**config.mk**
```make
export PLATFORM = sky130hd
export DESIGN_NAME = mem_uart_bridge
export DESIGN_NICKNAME = d
export VERILOG_FILES = /design/src/rtl/mem_uart_bridge.sv
export SDC_FILE = /design/constraint.sdc
export NUM_CORES = 1
export LEC_CHECK = 0
export CORE_MARGIN = 2
export CORE_UTILIZATION = 45
export DETAILED_ROUTE_END_ITERATION = 8
export PLACE_DENSITY = 0.85
export SLEW_MARGIN = 10
export SYNTH_ARGS = -nofsm -noshare
export SYNTH_HDL_FRONTEND = slang
export SYNTH_SLANG_ARGS = --single-unit
```
**constraint.sdc**
```tcl
create_clock -name clk_i -period 2.2 [get_ports clk_i]
set_input_delay 0.22 -clock clk_i [delete_from_list [all_inputs] [get_ports clk_i]]
set_output_delay 0.22 -clock clk_i [all_outputs]
set_load 0.005 [all_outputs]
```
**src/rtl/mem_uart_bridge.sv**
```systemverilog
`default_nettype none
// ============================================================================
// Module      : mem_uart_bridge
// Description : picorv32 native-bus register window bridging to byte-wide
//               UART TX/RX streams through two small FIFOs.
// Revision    : 1.0 - initial release
// ============================================================================

module mem_uart_bridge_fifo #(
    parameter int DEPTH = 4,
    parameter int WIDTH = 8
) (
    input  logic                   clk,
    input  logic                   rst_n,
    input  logic                   i_push,
    input  logic                   i_pop,
    input  logic [WIDTH-1:0]       i_wdata,
    output logic [WIDTH-1:0]       o_rdata,
    output logic [$clog2(DEPTH):0] o_count,
    output logic                   o_full,
    output logic                   o_empty
);
    localparam int c_aw = $clog2(DEPTH);
    localparam int c_cw = c_aw + 1;

    logic [WIDTH-1:0] r_mem [DEPTH];
    logic [c_aw-1:0]  r_wr_ptr;
    logic [c_aw-1:0]  r_rd_ptr;
    logic [c_cw-1:0]  r_count;
    logic             w_do_push;
    logic             w_do_pop;

    assign o_empty   = (r_count == '0);
    assign o_full    = (r_count == c_cw'(DEPTH));
    assign w_do_pop  = i_pop && !o_empty;
    // A pop in the same cycle frees the slot a push into a full FIFO needs.
    assign w_do_push = i_push && (!o_full || w_do_pop);
    assign o_rdata   = r_mem[r_rd_ptr];
    assign o_count   = r_count;

    always_ff @(posedge clk or negedge rst_n) begin
        if (!rst_n) begin
            r_wr_ptr <= '0;
            r_rd_ptr <= '0;
            r_count  <= '0;
            for (int i = 0; i < DEPTH; i++) begin
                r_mem[i] <= '0;
            end
        end else begin
            if (w_do_push) begin
                r_mem[r_wr_ptr] <= i_wdata;
                r_wr_ptr        <= r_wr_ptr + c_aw'(1);
            end
            if (w_do_pop) begin
                r_rd_ptr <= r_rd_ptr + c_aw'(1);
            end
            case ({w_do_push, w_do_pop})
                2'b10:   r_count <= r_count + c_cw'(1);
                2'b01:   r_count <= r_count - c_cw'(1);
                default: r_count <= r_count;
            endcase
        end
    end
endmodule

module mem_uart_bridge #(
    parameter logic [31:0] BaseAddr  = 32'h1000_0000,
    parameter int          FifoDepth = 4
) (
    input  logic        clk_i,
    input  logic        reset_ni,
    input  logic        mem_valid_i,
    input  logic [31:0] mem_addr_i,
    input  logic [31:0] mem_wdata_i,
    input  logic [3:0]  mem_wstrb_i,
    output logic        mem_ready_o,
    output logic [31:0] mem_rdata_o,
    output logic        sel_o,
    output logic [7:0]  tx_data_o,
    output logic        tx_valid_o,
    input  logic        tx_ready_i,
    input  logic [7:0]  rx_data_i,
    input  logic        rx_valid_i,
    output logic        rx_ready_o
);
    localparam int          c_cw         = $clog2(FifoDepth) + 1;
    localparam logic [0:0]  c_st_idle    = 1'b0;
    localparam logic [0:0]  c_st_resp    = 1'b1;
    localparam logic [1:0]  c_reg_txdata = 2'd0;
    localparam logic [1:0]  c_reg_rxdata = 2'd1;
    localparam logic [1:0]  c_reg_status = 2'd2;

    logic [0:0]      r_state;
    logic [0:0]      w_state_next;
    logic [1:0]      r_req_off;
    logic            r_req_wr;
    logic            r_req_wb0;
    logic [7:0]      r_req_byte;
    logic            r_ready;
    logic [31:0]     r_rdata;
    logic            r_rx_ovr;

    logic            w_start;
    logic            w_tx_stall;
    logic            w_tx_push;
    logic            w_tx_pop;
    logic            w_rx_pop;
    logic            w_rx_ovr_set;
    logic            w_status_rd;
    logic [31:0]     w_rdata_next;
    logic [31:0]     w_status;
    logic            w_tx_full;
    logic            w_tx_empty;
    logic            w_rx_full;
    logic            w_rx_empty;
    logic [7:0]      w_rx_head;
    logic [c_cw-1:0] w_tx_count;
    logic [c_cw-1:0] w_rx_count;
    logic [4:0]      w_rx_count_ext;
    logic [3:0]      w_rx_count_sat;
    logic            w_unused;

    assign sel_o       = mem_valid_i && (mem_addr_i[31:4] == BaseAddr[31:4]);
    assign rx_ready_o  = 1'b1;
    assign tx_valid_o  = !w_tx_empty;
    assign w_tx_pop    = tx_valid_o && tx_ready_i;
    assign mem_ready_o = r_ready;
    assign mem_rdata_o = r_rdata;
    assign w_unused    = ^{mem_wdata_i[31:8], mem_addr_i[1:0], w_tx_count};

    // Byte-0 TXDATA writes wait in IDLE until the transmitter frees a slot.
    assign w_tx_stall = (mem_addr_i[3:2] == c_reg_txdata) && mem_wstrb_i[0] && w_tx_full;
    // r_ready blocks re-acceptance while the master still holds valid in the
    // cycle it samples the ready pulse.
    assign w_start    = (r_state == c_st_idle) && sel_o && !w_tx_stall && !r_ready;

    assign w_rx_count_ext = 5'(w_rx_count);
    assign w_rx_count_sat = (w_rx_count_ext > 5'd15) ? 4'hF : w_rx_count_ext[3:0];
    assign w_status = {20'h0, w_rx_count_sat, 3'b000, r_rx_ovr,
                       w_rx_full, w_rx_empty, w_tx_empty, w_tx_full};

    // A discarded byte that coincides with a STATUS read must not be lost.
    assign w_rx_ovr_set = rx_valid_i && w_rx_full && !w_rx_pop;

    mem_uart_bridge_fifo #(.DEPTH(FifoDepth), .WIDTH(8)) u_tx_fifo (
        .clk     (clk_i),
        .rst_n   (reset_ni),
        .i_push  (w_tx_push),
        .i_pop   (w_tx_pop),
        .i_wdata (r_req_byte),
        .o_rdata (tx_data_o),
        .o_count (w_tx_count),
        .o_full  (w_tx_full),
        .o_empty (w_tx_empty)
    );

    mem_uart_bridge_fifo #(.DEPTH(FifoDepth), .WIDTH(8)) u_rx_fifo (
        .clk     (clk_i),
        .rst_n   (reset_ni),
        .i_push  (rx_valid_i),
        .i_pop   (w_rx_pop),
        .i_wdata (rx_data_i),
        .o_rdata (w_rx_head),
        .o_count (w_rx_count),
        .o_full  (w_rx_full),
        .o_empty (w_rx_empty)
    );

    always_ff @(posedge clk_i or negedge reset_ni) begin
        if (!reset_ni) begin
            r_state <= c_st_idle;
        end else begin
            r_state <= w_state_next;
        end
    end

    always_comb begin
        w_state_next = r_state;
        case (r_state)
            c_st_idle: if (w_start) w_state_next = c_st_resp;
            c_st_resp: w_state_next = c_st_idle;
            default:   w_state_next = c_st_idle;
        endcase
    end

    always_comb begin
        w_tx_push    = 1'b0;
        w_rx_pop     = 1'b0;
        w_status_rd  = 1'b0;
        w_rdata_next = '0;
        if (r_state == c_st_resp) begin
            case (r_req_off)
                c_reg_txdata: w_tx_push = r_req_wb0;
                c_reg_rxdata: begin
                    if (!r_req_wr) begin
                        if (w_rx_empty) begin
                            w_rdata_next = 32'hFFFF_FFFF;
                        end else begin
                            w_rdata_next = {24'h0, w_rx_head};
                            w_rx_pop     = 1'b1;
                        end
                    end
                end
                c_reg_status: begin
                    if (!r_req_wr) begin
                        w_status_rd  = 1'b1;
                        w_rdata_next = w_status;
                    end
                end
                default: w_rdata_next = '0;
            endcase
        end
    end

    always_ff @(posedge clk_i or negedge reset_ni) begin
        if (!reset_ni) begin
            r_req_off  <= '0;
            r_req_wr   <= 1'b0;
            r_req_wb0  <= 1'b0;
            r_req_byte <= '0;
        end else if (w_start) begin
            r_req_off  <= mem_addr_i[3:2];
            r_req_wr   <= |mem_wstrb_i;
            r_req_wb0  <= mem_wstrb_i[0];
            r_req_byte <= mem_wdata_i[7:0];
        end
    end

    // The pulse and the FIFO side effects share the clock edge leaving RESP.
    always_ff @(posedge clk_i or negedge reset_ni) begin
        if (!reset_ni) begin
            r_ready  <= 1'b0;
            r_rdata  <= '0;
            r_rx_ovr <= 1'b0;
        end else begin
            r_ready <= (r_state == c_st_resp);
            r_rdata <= w_rdata_next;
            if (w_rx_ovr_set) begin
                r_rx_ovr <= 1'b1;
            end else if (w_status_rd) begin
                r_rx_ovr <= 1'b0;
            end
        end
    end
endmodule
`default_nettype wire

```
==> results by group <==
Run status
  • Status: completed

Clock network
  • Clock Tree Buf Depth: 2
  • CTS Buf Count: 9
  • CTS tree: done
  • Clock-pin slew on the worst setup and hold paths: 100 ps
  • Sink Count: 105
  • CTS Root Buffer Type: clkbuf_8
  • H-tree depth: 3
  • Worst-Skew Late Latency: ~380 ps

Setup path
  • Slowest CP cell: dfrtp_1
  • Kind of critical path: reg -> reg
  • Worst Path Max Fanout: 3
  • Worst Path Required: 2450 ps
  • CP Launch Type: flip-flop
  • Worst path max stage delay: 400 ps
  • CP Data Arrival Time: between 2000 and 2500 ps
  • Worst path cell trace: inv_2 -> ha_2 -> and3b_2 -> and2_1 -> or2b_1 -> fa_2 -> nand4b_1 -> o31ai_4 -> xor2_1
  • Critical Path Sink Type: flip-flop

Drt
  • ANT nets after route: 0
  • Routed len/inst: 16.3 um
  • Drt total wl: 9670 um
  • DRT iter0 DRCs: 58
  • Vias: 3059
  • DRC viols: 0
  • DRT Pass-1 Iters: 4
  • Vias per Instance: approximately 5.2

GRT
  • Total GRT Usage: 17.7%
  • Vias in the first global route: 3310
  • Antenna violations before repair: 0
  • Largest net degree at the start of global routing: ~110
  • Grt ovf: 0
  • First-pass GRT wire length: 15700 um

Logic synthesis
  • Main synth FF type: dfrtp_1
  • Syn nets: 446
  • Avg Inst Size Synth: 14.1 um^2
  • Flops & latches, synth: 105
  • Yosys warning total: 0
  • Post-Synthesis Cells: 352
  • FFs w/ async S/R, synth: between 90% and 100%
  • Post-synth EDFFs: 0
  • Synth cell types: 47
  • Sequential-to-total area share from yosys stat: 53.1%
  • Synth Cell Area: 4950 um^2

Worst hold path
  • Min-delay worst type: in -> async

STA
  • Final slew viol count: 0
  • Final Setup Violations: 0
  • Slew margin rel.: 62.9%
  • Period utilisation layout: 96.8%
  • Slew @ Worst Pin: ~560 ps
  • Min Tclk post-route: roughly 2100 ps
  • Clock skew: 9.24 ps
  • Setup slack after layout: 71.5 ps
  • Final hold violations: 0
  • Fmax: 470 MHz
  • Fin Setup TNS: 0 ps

Layout
  • Register Area: between 2000 and 3000 um^2
  • Number of diodes: 0
  • Area growth from synthesis to layout: 27.1%
  • Share of cells above drive strength 1: 31.2%
  • Design area: 6290 um^2
  • FILL cells: 828
  • Multi-input gate area: about 2100 um^2
  • Final Net Count: 541

Pwr
  • Max IR drop VDD: 364 uV
  • Leak pwr: 2.75 nW
  • PwrDens: around 860 nW/um^2

Floorplanning
  • Width of the chip: around 110 um
  • Core Footprint: approximately 11000 um^2
  • Die height: 109 um
  • I/O Pins: 125
  • Num rows: 38
  • Die ar.: 11900 um^2
  • Starting density of the core: 45.9%

Placed design
  • IO Port Bufs: 97
  • Gpl congestion: 0.802
  • HPWL Detailed: 6980 um
  • Placement-stage cell area: approximately 6000 um^2
  • Setup WS pre-CTS: 22.7 ps

Run
  • MaxCap Viol Count: 0
[report_power, final]
group	internal, mW	total (mW)	leakage [nW]	switching, mW
clock network	0.671	1.31	0.113	0.641
registers	2.34	2.65	1.37	0.305
logic	0.854	1.47	1.27	0.619
[layout by cell type, fill, tap and decap left out, types with 2 or more instances in the layout]
cell type | synthesis | layout
dfrtp_1 | 105 | 104
clkdlybuf4s50_1 | 0 | 95
mux2_2 | 75 | 75
mux4_2 | 16 | 16
nand2_1 | 14 | 14
buf_4 | 21 | 14
inv_1 | 12 | 11
ha_1 | 11 | 10
clkbuf_8 | 0 | 10
a21oi_1 | 9 | 9
nor2_1 | 9 | 9
o21ai_0 | 7 | 7
xnor2_1 | 7 | 7
nor3_1 | 5 | 5
nor4_1 | 5 | 5
mux2i_1 | 4 | 4
nand2_8 | 4 | 4
nand2_2 | 4 | 4
xor2_1 | 3 | 3
buf_12 | 0 | 3
or3_1 | 2 | 2
and2_1 | 1 | 2
nor2b_1 | 2 | 2
nand2b_1 | 2 | 2
nand4_1 | 2 | 2
nor4b_1 | 2 | 2
bufinv_16 | 0 | 2
clkinv_2 | 0 | 2
[registers in the layout, indices dropped and copies added (netlist names)]
register and count:
r_req_wb0 1, u_tx_fifo.r_rd_ptr 2, u_rx_fifo.r_rd_ptr 2, u_tx_fifo.o_count 3
u_rx_fifo.o_count 3, mem_ready_o 1, r_state 1, r_req_off 2
u_tx_fifo.r_wr_ptr 2, u_rx_fifo.r_wr_ptr 2, r_req_wr 1, mem_rdata_o 12
r_rx_ovr 1, r_req_byte 8, u_rx_fifo.r_mem 32, u_tx_fifo.r_mem 32
[cells by family after synthesis]
| logic type | share of synthesized area (%) |
|---|---|
| AOI/OAI and AO/OA | 2.83 |
| xor gates and xnor gates | 1.77 |
| adders and majority gates | 3.59 |
| buffers and inverters | 5.13 |
| DFF | 53.1 |
| muxes | 25.4 |
| other | 0.0757 |
| and+or+nand+nor | 8.16 |
[area by class of cell]
class | count | share of cell area (%)
Tap cell | 140 | 2.78
Clock buffer | 11 | 2.25
Multi-Input combinational cell | 205 | 33.2
Sequential cell | 105 | 41.8
Clock inverter | 5 | 1.25
Inverter | 12 | 0.716
Timing Repair Buffer | 114 | 18.0
[synth_stat cells (2+ instances only)]
library cell | instances | area share, %
nand2_2 | 4 | 0.51
fa_1 | 2 | 0.81
nor2_1 | 9 | 0.68
xnor2_1 | 7 | 1.2
buf_6 | 2 | 0.45
buf_4 | 21 | 3.2
dfrtp_1 | 105 | 53
nor3_1 | 5 | 0.51
buf_2 | 2 | 0.20
nand2_1 | 14 | 1.1
or3_1 | 2 | 0.25
mux2_2 | 75 | 17
mux2i_1 | 4 | 0.81
inv_1 | 12 | 0.91
nand4_1 | 2 | 0.25
o21ai_0 | 7 | 0.71
ha_1 | 11 | 2.8
nor4_1 | 5 | 0.63
nor2b_1 | 2 | 0.25
clkbuf_1 | 4 | 0.30
xor2_1 | 3 | 0.53
mux4_2 | 16 | 7.3
nand2_8 | 4 | 1.6
nand2b_1 | 2 | 0.25
a21oi_1 | 9 | 0.91
nor4b_1 | 2 | 0.35
[what timing repair did]
action                     CTS  global route
hold buffers                 1             0
setup buffers                3             2
resized for setup            4             4
setup endpoints to repair    7            35
pin swaps                    4             3
hold endpoints to repair   105             0
[final timing paths]
path	from	endpoint	slack, ps	cells after the start
hold reg to reg	u_tx_fifo.r_mem[9]	u_tx_fifo.r_mem[9]	510	1
setup reg to reg	r_req_off[1]	u_rx_fifo.o_count[2]	70	9
setup / recovery	r_req_off[1]	u_rx_fifo.o_count[2]	70	9
hold / removal	reset_ni	u_rx_fifo.r_mem[10]	440	3
min in group clk_i	mem_wdata_i[2]	r_req_byte[2]	460	2
max in group asynchronous	reset_ni	u_tx_fifo.r_rd_ptr[0]	1300	3
[critical path, delay by kind of cell, from the launching register on]
kind / cells / cell delay (ps)
buffers and inverters: 1 / 60
adders and majority gates: 2 / 540
DFF: 1 / 400
and+or+nand+nor: 4 / 750
xor gates and xnor gates: 1 / 150
AOI/OAI and AO/OA: 1 / 100
[stage by stage]
step	power [mW]	util (%)	cells	hold WS, ps
after floorplan	3.63	-	352	-75.6
after global placement	4.01	55.7	570	318
after detailed placement	4.14	55.7	570	335
after CTS	5.46	58.1	590	451
after global routing	5.72	58.3	592	450
final	5.43	58.3	592	444
[layer usage]
metal / up-vias / wire (um) / share of wire, % / global-route usage [%]
met5: - / 0 / 0 / 0
met3: 20 / 544 / 5.6 / 4.24
met2: 110 / 4790 / 50 / 28.9
met4: 0 / 237 / 2.5 / 8.15
li1: 1421 / - / - / -
met1: 1508 / 4090 / 42 / 22.2
No activity file was read; power rests on OpenSTA's default activity.
